<file path="src/rtl/clken_pkg.sv">
// Shared types and helpers for the clock-enable generator.
package clken_pkg;

  typedef enum logic [1:0] {
    StRun  = 2'd0,
    StHalt = 2'd1,
    StStep = 2'd2
  } state_e;

  localparam logic [1:0] DivSel0 = 2'd0;
  localparam logic [1:0] DivSel1 = 2'd1;
  localparam logic [1:0] DivSel2 = 2'd2;
  localparam logic [1:0] DivSel3 = 2'd3;

  // Bits needed to hold 0..modulus-1; never less than one.
  function automatic int unsigned cnt_width(input int unsigned modulus);
    return (modulus <= 2) ? 1 : $clog2(modulus);
  endfunction

  function automatic int unsigned max4(input int unsigned a, input int unsigned b,
                                       input int unsigned c, input int unsigned d);
    int unsigned m;
    m = a;
    if (b > m) m = b;
    if (c > m) m = c;
    if (d > m) m = d;
    return m;
  endfunction

endpackage

</file>
<file path="src/rtl/clken_div.sv">
// Modulo-N counter: counts 0..last_i and strobes wrap_o on the terminal count.
module clken_div #(
  parameter int unsigned Width = 4
) (
  input  logic             clk_i,
  input  logic             rst_ni,
  input  logic [Width-1:0] last_i,
  output logic             wrap_o
);

  logic [Width-1:0] cnt_q, cnt_d;

  assign wrap_o = (cnt_q == last_i);
  assign cnt_d  = wrap_o ? '0 : cnt_q + Width'(1);

  always_ff @(posedge clk_i or negedge rst_ni) begin
    if (!rst_ni) begin
      cnt_q <= '0;
    end else begin
      cnt_q <= cnt_d;
    end
  end

endmodule

</file>
<file path="src/rtl/clken_gen.sv">
// CPU clock enable with selectable rate and run/halt/step control, plus a free-running blink
// enable. Define CLKEN_BLINK_PHASE_EN to add the 50%-duty blink_phase_o output.
module clken_gen
  import clken_pkg::*;
#(
  parameter int unsigned DIV0      = 25,
  parameter int unsigned DIV1      = 12,
  parameter int unsigned DIV2      = 5,
  parameter int unsigned DIV3      = 25000000,
  parameter int unsigned BLINK_DIV = 25000000
) (
  input  logic       clk25_i,
  input  logic       rst_ni,
  input  logic [1:0] div_sel_i,
  input  logic       halt_i,
  input  logic       step_req_i,
`ifdef CLKEN_BLINK_PHASE_EN
  output logic       blink_phase_o,
`endif
  output logic       cpu_clken_o,
  output logic       blink_clken_o,
  output logic       halted_o,
  output logic       step_ack_o
);

  localparam int unsigned PreW = cnt_width(max4(DIV0, DIV1, DIV2, DIV3));
  localparam int unsigned BlkW = cnt_width(BLINK_DIV);

  localparam logic [PreW-1:0] Last0   = PreW'(DIV0 - 1);
  localparam logic [PreW-1:0] Last1   = PreW'(DIV1 - 1);
  localparam logic [PreW-1:0] Last2   = PreW'(DIV2 - 1);
  localparam logic [PreW-1:0] Last3   = PreW'(DIV3 - 1);
  localparam logic [BlkW-1:0] BlkLast = BlkW'(BLINK_DIV - 1);

  state_e          state_q, state_d;
  logic [PreW-1:0] act_last_q, act_last_d, sel_last;
  logic            tick, blink_wrap, step_edge, emit, step_done;
  logic            step_req_q, cpu_clken_q, blink_q, halted_q, step_pend_q, step_ack_q;

  always_comb begin
    sel_last = Last0;
    unique case (div_sel_i)
      DivSel0: sel_last = Last0;
      DivSel1: sel_last = Last1;
      DivSel2: sel_last = Last2;
      DivSel3: sel_last = Last3;
    endcase
  end

  // Rate changes only at the wrap, so every period is a whole old or a whole new one.
  assign act_last_d = tick ? sel_last : act_last_q;
  assign step_edge  = step_req_i & ~step_req_q;

  clken_div #(.Width(PreW)) u_pre (
    .clk_i  (clk25_i),
    .rst_ni (rst_ni),
    .last_i (act_last_q),
    .wrap_o (tick)
  );

  clken_div #(.Width(BlkW)) u_blink (
    .clk_i  (clk25_i),
    .rst_ni (rst_ni),
    .last_i (BlkLast),
    .wrap_o (blink_wrap)
  );

  always_comb begin
    state_d   = state_q;
    emit      = 1'b0;
    step_done = 1'b0;
    unique case (state_q)
      StRun: begin
        if (tick) begin
          if (halt_i) state_d = StHalt;
          else        emit    = 1'b1;
        end
      end
      StHalt: begin
        // A step request only counts while halt is still held.
        if (tick && !halt_i) begin
          state_d = StRun;
          emit    = 1'b1;
        end else if (step_edge && halt_i) begin
          state_d = StStep;
        end
      end
      StStep: begin
        if (tick) begin
          state_d   = StHalt;
          emit      = 1'b1;
          step_done = 1'b1;
        end
      end
      default: state_d = StRun;
    endcase
  end

  always_ff @(posedge clk25_i or negedge rst_ni) begin
    if (!rst_ni) begin
      state_q     <= StRun;
      act_last_q  <= Last0;
      step_req_q  <= 1'b0;
      cpu_clken_q <= 1'b0;
      blink_q     <= 1'b0;
      halted_q    <= 1'b0;
      step_pend_q <= 1'b0;
      step_ack_q  <= 1'b0;
    end else begin
      state_q     <= state_d;
      act_last_q  <= act_last_d;
      step_req_q  <= step_req_i;
      cpu_clken_q <= emit;
      blink_q     <= blink_wrap;
      halted_q    <= (state_d != StRun);
      step_pend_q <= step_done;
      step_ack_q  <= step_pend_q;
    end
  end

`ifdef CLKEN_BLINK_PHASE_EN
  logic phase_q;

  always_ff @(posedge clk25_i or negedge rst_ni) begin
    if (!rst_ni) begin
      phase_q <= 1'b0;
    end else if (blink_wrap) begin
      phase_q <= ~phase_q;
    end
  end

  assign blink_phase_o = phase_q;
`endif

  assign cpu_clken_o   = cpu_clken_q;
  assign blink_clken_o = blink_q;
  assign halted_o      = halted_q;
  assign step_ack_o    = step_ack_q;

endmodule

</file>
<file path="config.mk">
export PLATFORM = sky130hd
export DESIGN_NAME = clken_gen
export DESIGN_NICKNAME = d
export VERILOG_FILES = /design/src/rtl/clken_pkg.sv /design/src/rtl/clken_div.sv /design/src/rtl/clken_gen.sv
export SDC_FILE = /design/constraint.sdc
export NUM_CORES = 1
export LEC_CHECK = 0
export ABC_AREA = 0
export CAP_MARGIN = 20
export CORE_ASPECT_RATIO = 1.1
export CORE_UTILIZATION = 63
export CTS_BUF_LIST = sky130_fd_sc_hd__clkbuf_8
export DETAILED_ROUTE_END_ITERATION = 8
export PLACE_DENSITY_LB_ADDON = 0.15
export SYNTH_ARGS = -nofsm -noshare
export SYNTH_HDL_FRONTEND = slang
export SYNTH_SLANG_ARGS = --single-unit
</file>
<file path="constraint.sdc">
create_clock -name clk25_i -period 2.3 [get_ports clk25_i]
set_input_delay 0.46 -clock clk25_i [delete_from_list [all_inputs] [get_ports clk25_i]]
set_output_delay 0.46 -clock clk25_i [all_outputs]
set_load 0.05 [all_outputs]
</file>
==> qor.yml, run 1 <==
cts_tree: "built"
setup_viol: 0
core_sq_um: 4650
fin_tns_setup_ns: 0
port_buffers: 9
fin_ws_ns: 0.324
die_y_microns: 74.9
cts_buffers: 9
nNetsFinal: 322
drt_iter0_markers: 81
drtAntennaViolNets: 0
met3_length_microns: 131
synth_warnings: 0
p_leak_nw: 1.52
worst-endpoint-required_ns: 2.56
route.met2.wl_microns: 2840
wl_met1_microns: 2350
insertion_delay_ns: 0.34
viasPerCell: 5.90
avgSynthCellArea_sq_um: 10.6
antenna_found_initial: 0
yosysSeqAreaShare: 0.519
hold_ws_ns: 0.117
fin_skew_ns: 0.0101
worstHoldPathType: "input pin to asynchronous set/reset pin"
synthCells: 288
path_max_fanout: 11
grt_overflow_total: 0
rsz0062_at_grt: "false"
cap_violations: 0
grt_pass1_vias: 2134
grt_pass1_wl_microns: 9200
irDropWorstVdd_mv: 0.796
vias: 2182
multiInputGateArea_sq_um: 1410
wl_microns: 5500
final_common_cell: "dfrtp_1"
slew_headroom: 0.574
hold_viol_final: 0
core.rowCount: 26
fin_area_sq_um: 3460
die_area_sq_um: 5110
nFillCells: 311
synth_cell_types: 39
cts-root-buf: "clkbuf_8"
routed.top_layer: "met4"
syn_nets: 301
seq_area_sq_um: 1580
power_density_nw_per_um2: 871
yosys_register_bits: 63
clock_sinks: 63
diodes: 0
cts_max_level: 3
track_usage: 0.248
cts_buffer_depth: 2
fmax_mhz: 506
cts.repair.resized: 0
mostFrequentLayoutCells: "61 x dfrtp_1, 45 x nor2_1, 27 x xnor2_1"
end_kind: "flop"
initial_core_util: 0.654
drive_gt1_frac: 0.0955
cts_hold_buf: 0
io_pins: 10
drc: 0
tightestPinTransition_ns: 0.635
chipWidth_microns: 68.3
clk_pin_slew_ns: 0.07
grt_max_degree: 64
place_congestion: 0.843
fin_crit_sh: 0.859
cts_setup_buffers: 0
dp_slack_ns: 0.311
dpl_cell_area_sq_um: 3210
period_needed_ns: 1.98
post-dp-hpwl_microns: 3710
first_pass_iters: 4
wl_per_cell_microns: 14.9
cp_data_arrival_time_ns: 2.23
crit_type: "flop to flop"
startpoint_type: "flop"
synth.cell_area_sq_um: 3040
areaGrowthSynthToFinish_pct: 13.7
status: "finished clean"
slew_viol_final: 0
-- metrics by stage --
step / util / power [mW] / std cells
after CTS: 0.743 / 3.04 / 370
after global routing: 0.743 / 3.15 / 370
final: 0.743 / 3.01 / 370
after global placement: 0.690 / 1.84 / 354
after floorplan: - / 1.72 / 288
after detailed placement: 0.690 / 1.86 / 354
-- state kept, by name, indices dropped and copies added (netlist names) --
| register | flops |
|---|---|
| u_blink.cnt_q | 25 |
| u_pre.cnt_q | 25 |
| act_last_q | 5 |
| state_q | 2 |
| blink_clken_o | 1 |
| cpu_clken_o | 1 |
| halted_o | 1 |
| step_ack_o | 1 |
| step_pend_q | 1 |
| step_req_q | 1 |
-- worst max-delay path: stages, from the launching register on --
cell	delay [ns]
dfstp_2	0.54
xor2_1	0.07
a2111o_1	0.44
a211oi_4	0.42
buf_4	0.25
nor2_1	0.05
a21oi_1	0.14
-- per-layer routing --
metal | up-vias | GRT usage
li1 | 1061 | -
met1 | 1071 | 0.272
met2 | 31 | 0.435
met3 | 19 | 0.0515
met4 | 0 | 0.148
met5 | - | 0
-- synthesized netlist by cell type --
cell,n,share of area
a2111o_1,1,0.0037
a2111oi_0,1,0.0029
a211oi_4,1,0.0066
a21oi_1,4,0.0066
and2_1,2,0.0041
and3_1,11,0.023
and4_1,6,0.017
buf_2,1,0.0016
buf_4,1,0.0025
buf_6,2,0.0074
dfrtp_1,61,0.50
dfstp_2,2,0.017
ha_1,7,0.029
inv_1,4,0.0049
mux2_2,2,0.0074
nand2_1,14,0.017
nand2b_1,3,0.0062
nand3_1,24,0.039
nand3_2,1,0.0033
nand3b_1,1,0.0025
nand4_1,15,0.031
nor2_1,45,0.056
nor2b_1,3,0.0062
nor3_1,4,0.0066
nor3_2,1,0.0033
nor4_1,11,0.023
nor4_2,1,0.0041
nor4b_1,1,0.0029
nor4bb_1,2,0.0066
o2111ai_1,1,0.0029
o211ai_1,1,0.0025
o21ai_0,2,0.0033
o21ai_1,1,0.0016
o21bai_1,1,0.0025
o22ai_2,1,0.0041
o32ai_1,1,0.0029
or3_1,1,0.0021
xnor2_1,27,0.078
xor2_1,20,0.058
-- final timing paths --
kind	start	to	slack, ns	cells past startpoint
max	act_last_q[3]$_DFFE_PN1N_	act_last_q[4]$_DFFE_PN1N_	0.32	6
min	rst_ni	u_blink.cnt_q[14]$_DFF_PN0_	0.12	2
max reg2reg	act_last_q[3]$_DFFE_PN1N_	act_last_q[4]$_DFFE_PN1N_	0.32	6
min reg2reg	step_pend_q$_DFF_PN0_	step_ack_o$_DFF_PN0_	0.34	0
max in group asynchronous	rst_ni	act_last_q[3]$_DFFE_PN1N_	1.86	2
min in group clk25_i	step_pend_q$_DFF_PN0_	step_ack_o$_DFF_PN0_	0.34	0
-- kinds of logic (layout without fill, tap and decap cells) --
| kind of cell | after synthesis | in the layout | share of synthesized area |
|---|---|---|---|
| multiplexers | 2 | 2 | 0.00740 |
| buffers and inverters | 8 | 34 | 0.0165 |
| adder cells (fa/ha/maj) | 7 | 7 | 0.0288 |
| AND/OR/NAND/NOR | 146 | 146 | 0.253 |
| flip-flops | 63 | 63 | 0.519 |
| AO/OA/AOI/OAI | 15 | 15 | 0.0395 |
| XOR/XNOR | 47 | 47 | 0.135 |
-- report_power, final --
| part | switching [mW] | leakage [nW] | internal (mW) | total [mW] |
|---|---|---|---|---|
| clock network | 0.421 | 0.120 | 0.745 | 1.17 |
| registers | 0.137 | 0.842 | 1.24 | 1.37 |
| logic | 0.261 | 0.563 | 0.212 | 0.473 |
-- area by class of cell --
type | instances | area share
flip-flops and latches | 63 | 0.457
well taps | 56 | 0.0203
multi-input cells | 217 | 0.408
inverters | 4 | 0.00434
clock buffers | 10 | 0.0398
repair buffers | 14 | 0.0391
clock inverters | 6 | 0.0315
Note: power is estimated with default switching activity, not from simulation.
==> run 2: changes to the inputs <==
GPL_TIMING_DRIVEN = 0   (was not set)
SETUP_SLACK_MARGIN = 0.4   (was not set)
clock period = 1.82 ns   (was 2.3 ns; I/O delays follow)
==> run 2 against run 1 <==
Compared with the run above:
- the flow now finishes with violations (setup timing)
- clock skew grew 0.0024 ns
- hold slack better by 0.25 ns
- via count grew 19%
- die area is the same
- highest routed layer unchanged
- critical endpoint is now act_last_q[1]$_DFFE_PN0N_
- critical path type unchanged
==> qor.yml, run 2 (same netlist as run 1, synthesis figures left out) <==
fin_util: 0.882  # +0.138
place_congestion: 0.868  # +3.0%
p_leak_nw: 1.78  # +17%
vias: 2599  # +19%
fin_tns_setup_ns: -1.73  # -1.73 ns
fin_skew_ns: 0.0125  # +0.00242 ns
cts_buffer_depth: 2  # unchanged
period_needed_ns: 1.92  # -0.0532 ns
core_sq_um: 4650  # unchanged
largest_registers: "u_blink.cnt_q: 25 flops, u_pre.cnt_q: 25 flops, act_last_q: 5 flops"
drt_iter0_markers: 185  # +130%
hold_ws_ns: 0.363  # +0.246 ns
post-dp-hpwl_microns: 3910  # +5.4%
fin_crit_sh: 1.06  # +0.197
grt_pass1_vias: 2457  # +15%
fmax_mhz: 520  # +2.8%
slew_viol_final: 0  # unchanged
drtAntennaViolNets: 0  # unchanged
worstHoldPathType: "flop to flop"
viasPerCell: 6.40  # +8.5%
chipWidth_microns: 68.3  # unchanged
track_usage: 0.307  # +0.0595
crit_type: "flop to flop"
irDropWorstVdd_mv: 0.671  # -16%
cts_buffers: 9  # unchanged
path_max_fanout: 5  # -6
grt_max_degree: 42  # -34%
cap_violations: 0  # unchanged
wl_microns: 8690  # +58%
io_pins: 10  # unchanged
grt_pass1_wl_microns: 11200  # +22%
status: "finished, violations left"
first_pass_iters: 4  # unchanged
rsz0062_at_grt: "true"
antenna_found_initial: 0  # unchanged
fin_ws_ns: -0.103  # -0.427 ns
cp_data_arrival_time_ns: 2.15  # -0.08 ns
areaGrowthSynthToFinish_pct: 34.8
drc: 0  # unchanged
core.rowCount: 26  # unchanged
cts_max_level: 3  # unchanged
insertion_delay_ns: 0.35  # about the same
wl_per_cell_microns: 21.4  # +44%
die_y_microns: 74.9  # unchanged
tightestPinTransition_ns: 0.556  # -0.0785 ns
power.total_mw: 4.02  # +33%
violations: "setup timing"
power_density_nw_per_um2: 980  # +12%
dpl_cell_area_sq_um: 3250  # +1.3%
drive_gt1_frac: 0.369  # +0.273
diodes: 0  # unchanged
hold_viol_final: 0  # unchanged
cts-root-buf: "clkbuf_8"
end_kind: "flop"
final_common_cell: "dfrtp_1"
fin_area_sq_um: 4100  # +19%
nNetsFinal: 358  # +11%
die_area_sq_um: 5110  # unchanged
mostFrequentLayoutCells: "50 x dfrtp_1, 26 x xnor2_1, 24 x buf_4"
startpoint_type: "flop"
clk_pin_slew_ns: 0.07  # about the same
clock_sinks: 63  # unchanged
setup_viol: 33  # +33
worst-endpoint-required_ns: 2.05  # -0.51 ns
initial_core_util: 0.654  # unchanged
grt_overflow_total: 0  # unchanged
cts_tree: "built"
port_buffers: 9  # unchanged
slew_headroom: 0.629  # +0.0556
[run 2: cell count changes in the layout (fill, tap and decap cells not counted), moves of 3 or more]
cell,previous run,this run
nand3_1,24,21
dfrtp_1,61,50
buf_2,1,4
buf_6,0,11
buf_4,4,24
nor2_4,0,12
nor2_1,45,23
clkdlybuf4s50_1,8,4
dfrtp_2,0,11
nor4_2,1,5
clkinv_2,0,3
nor2_2,0,10
nor4_1,11,5
[run 2: what timing repair did]
item | 4_1_cts | 5_1_grt
buffers inserted | 25 | 7
hold buffers | 1 | 0
resized for setup | 68 | 43
endpoints found under the setup margin | 53 | 55
gates cloned | 1 | 2
endpoints found under the hold margin | 6 | 0
pin swaps | 16 | 11
[run 2: critical path, cell delays in order, from the launching register on]
cell and delay [ns]:
dfstp_2 0.54, xor2_1 0.07, a2111o_1 0.46, a211oi_4 0.27, buf_6 0.17, mux2_4 0.30
[run 2: path summary, 6_finish.rpt]
check | startpoint | to | slack [ns] | depth (start not counted)
hold / removal | step_pend_q$_DFF_PN0_ | step_ack_o$_DFF_PN0_ | 0.36 | 0
hold reg to reg | step_pend_q$_DFF_PN0_ | step_ack_o$_DFF_PN0_ | 0.36 | 0
setup reg to reg | act_last_q[4]$_DFFE_PN1N_ | act_last_q[1]$_DFFE_PN0N_ | -0.10 | 5
min in group asynchronous | rst_ni | u_blink.cnt_q[22]$_DFF_PN0_ | 0.53 | 2
max in group asynchronous | rst_ni | u_pre.cnt_q[0]$_DFF_PN0_ | 0.67 | 3
setup / recovery | act_last_q[4]$_DFFE_PN1N_ | act_last_q[1]$_DFFE_PN0N_ | -0.10 | 5
[run 2: per-layer routing]
metal  track usage  routed length [microns]  vias to the layer above  share of wire
met4         0.185                      325                        0          0.037
met3        0.0515                      383                       30          0.044
met2         0.534                     4620                       98           0.53
met1         0.350                     3360                     1340           0.39
met5             0                        0                        -              0
li1              -                        -                     1131              -
[run 2: per-stage QoR]
step	setup slack (ns)	std cells
after floorplan	0.108	288
after global placement	-1.62	353
after detailed placement	-0.178	354
after CTS	-0.0666	397
after global routing	-0.141	406
final	-0.103	406
[run 2: power by group]
part / switching [mW] / total, mW / internal [mW]
sequential: 0.194 / 1.76 / 1.57
clock: 0.582 / 1.39 / 0.804
combinational: 0.430 / 0.868 / 0.438
[run 2: layout make-up]
cell class	count	area, sq um
clock inverter	6	83.8
multi-input combinational	217	1720
inverter	4	15.0
buffer	4	61.3
timing repair buffer	46	419
sequential	63	1590
tap	56	70.1
clock buffer	10	138
fill	217	551
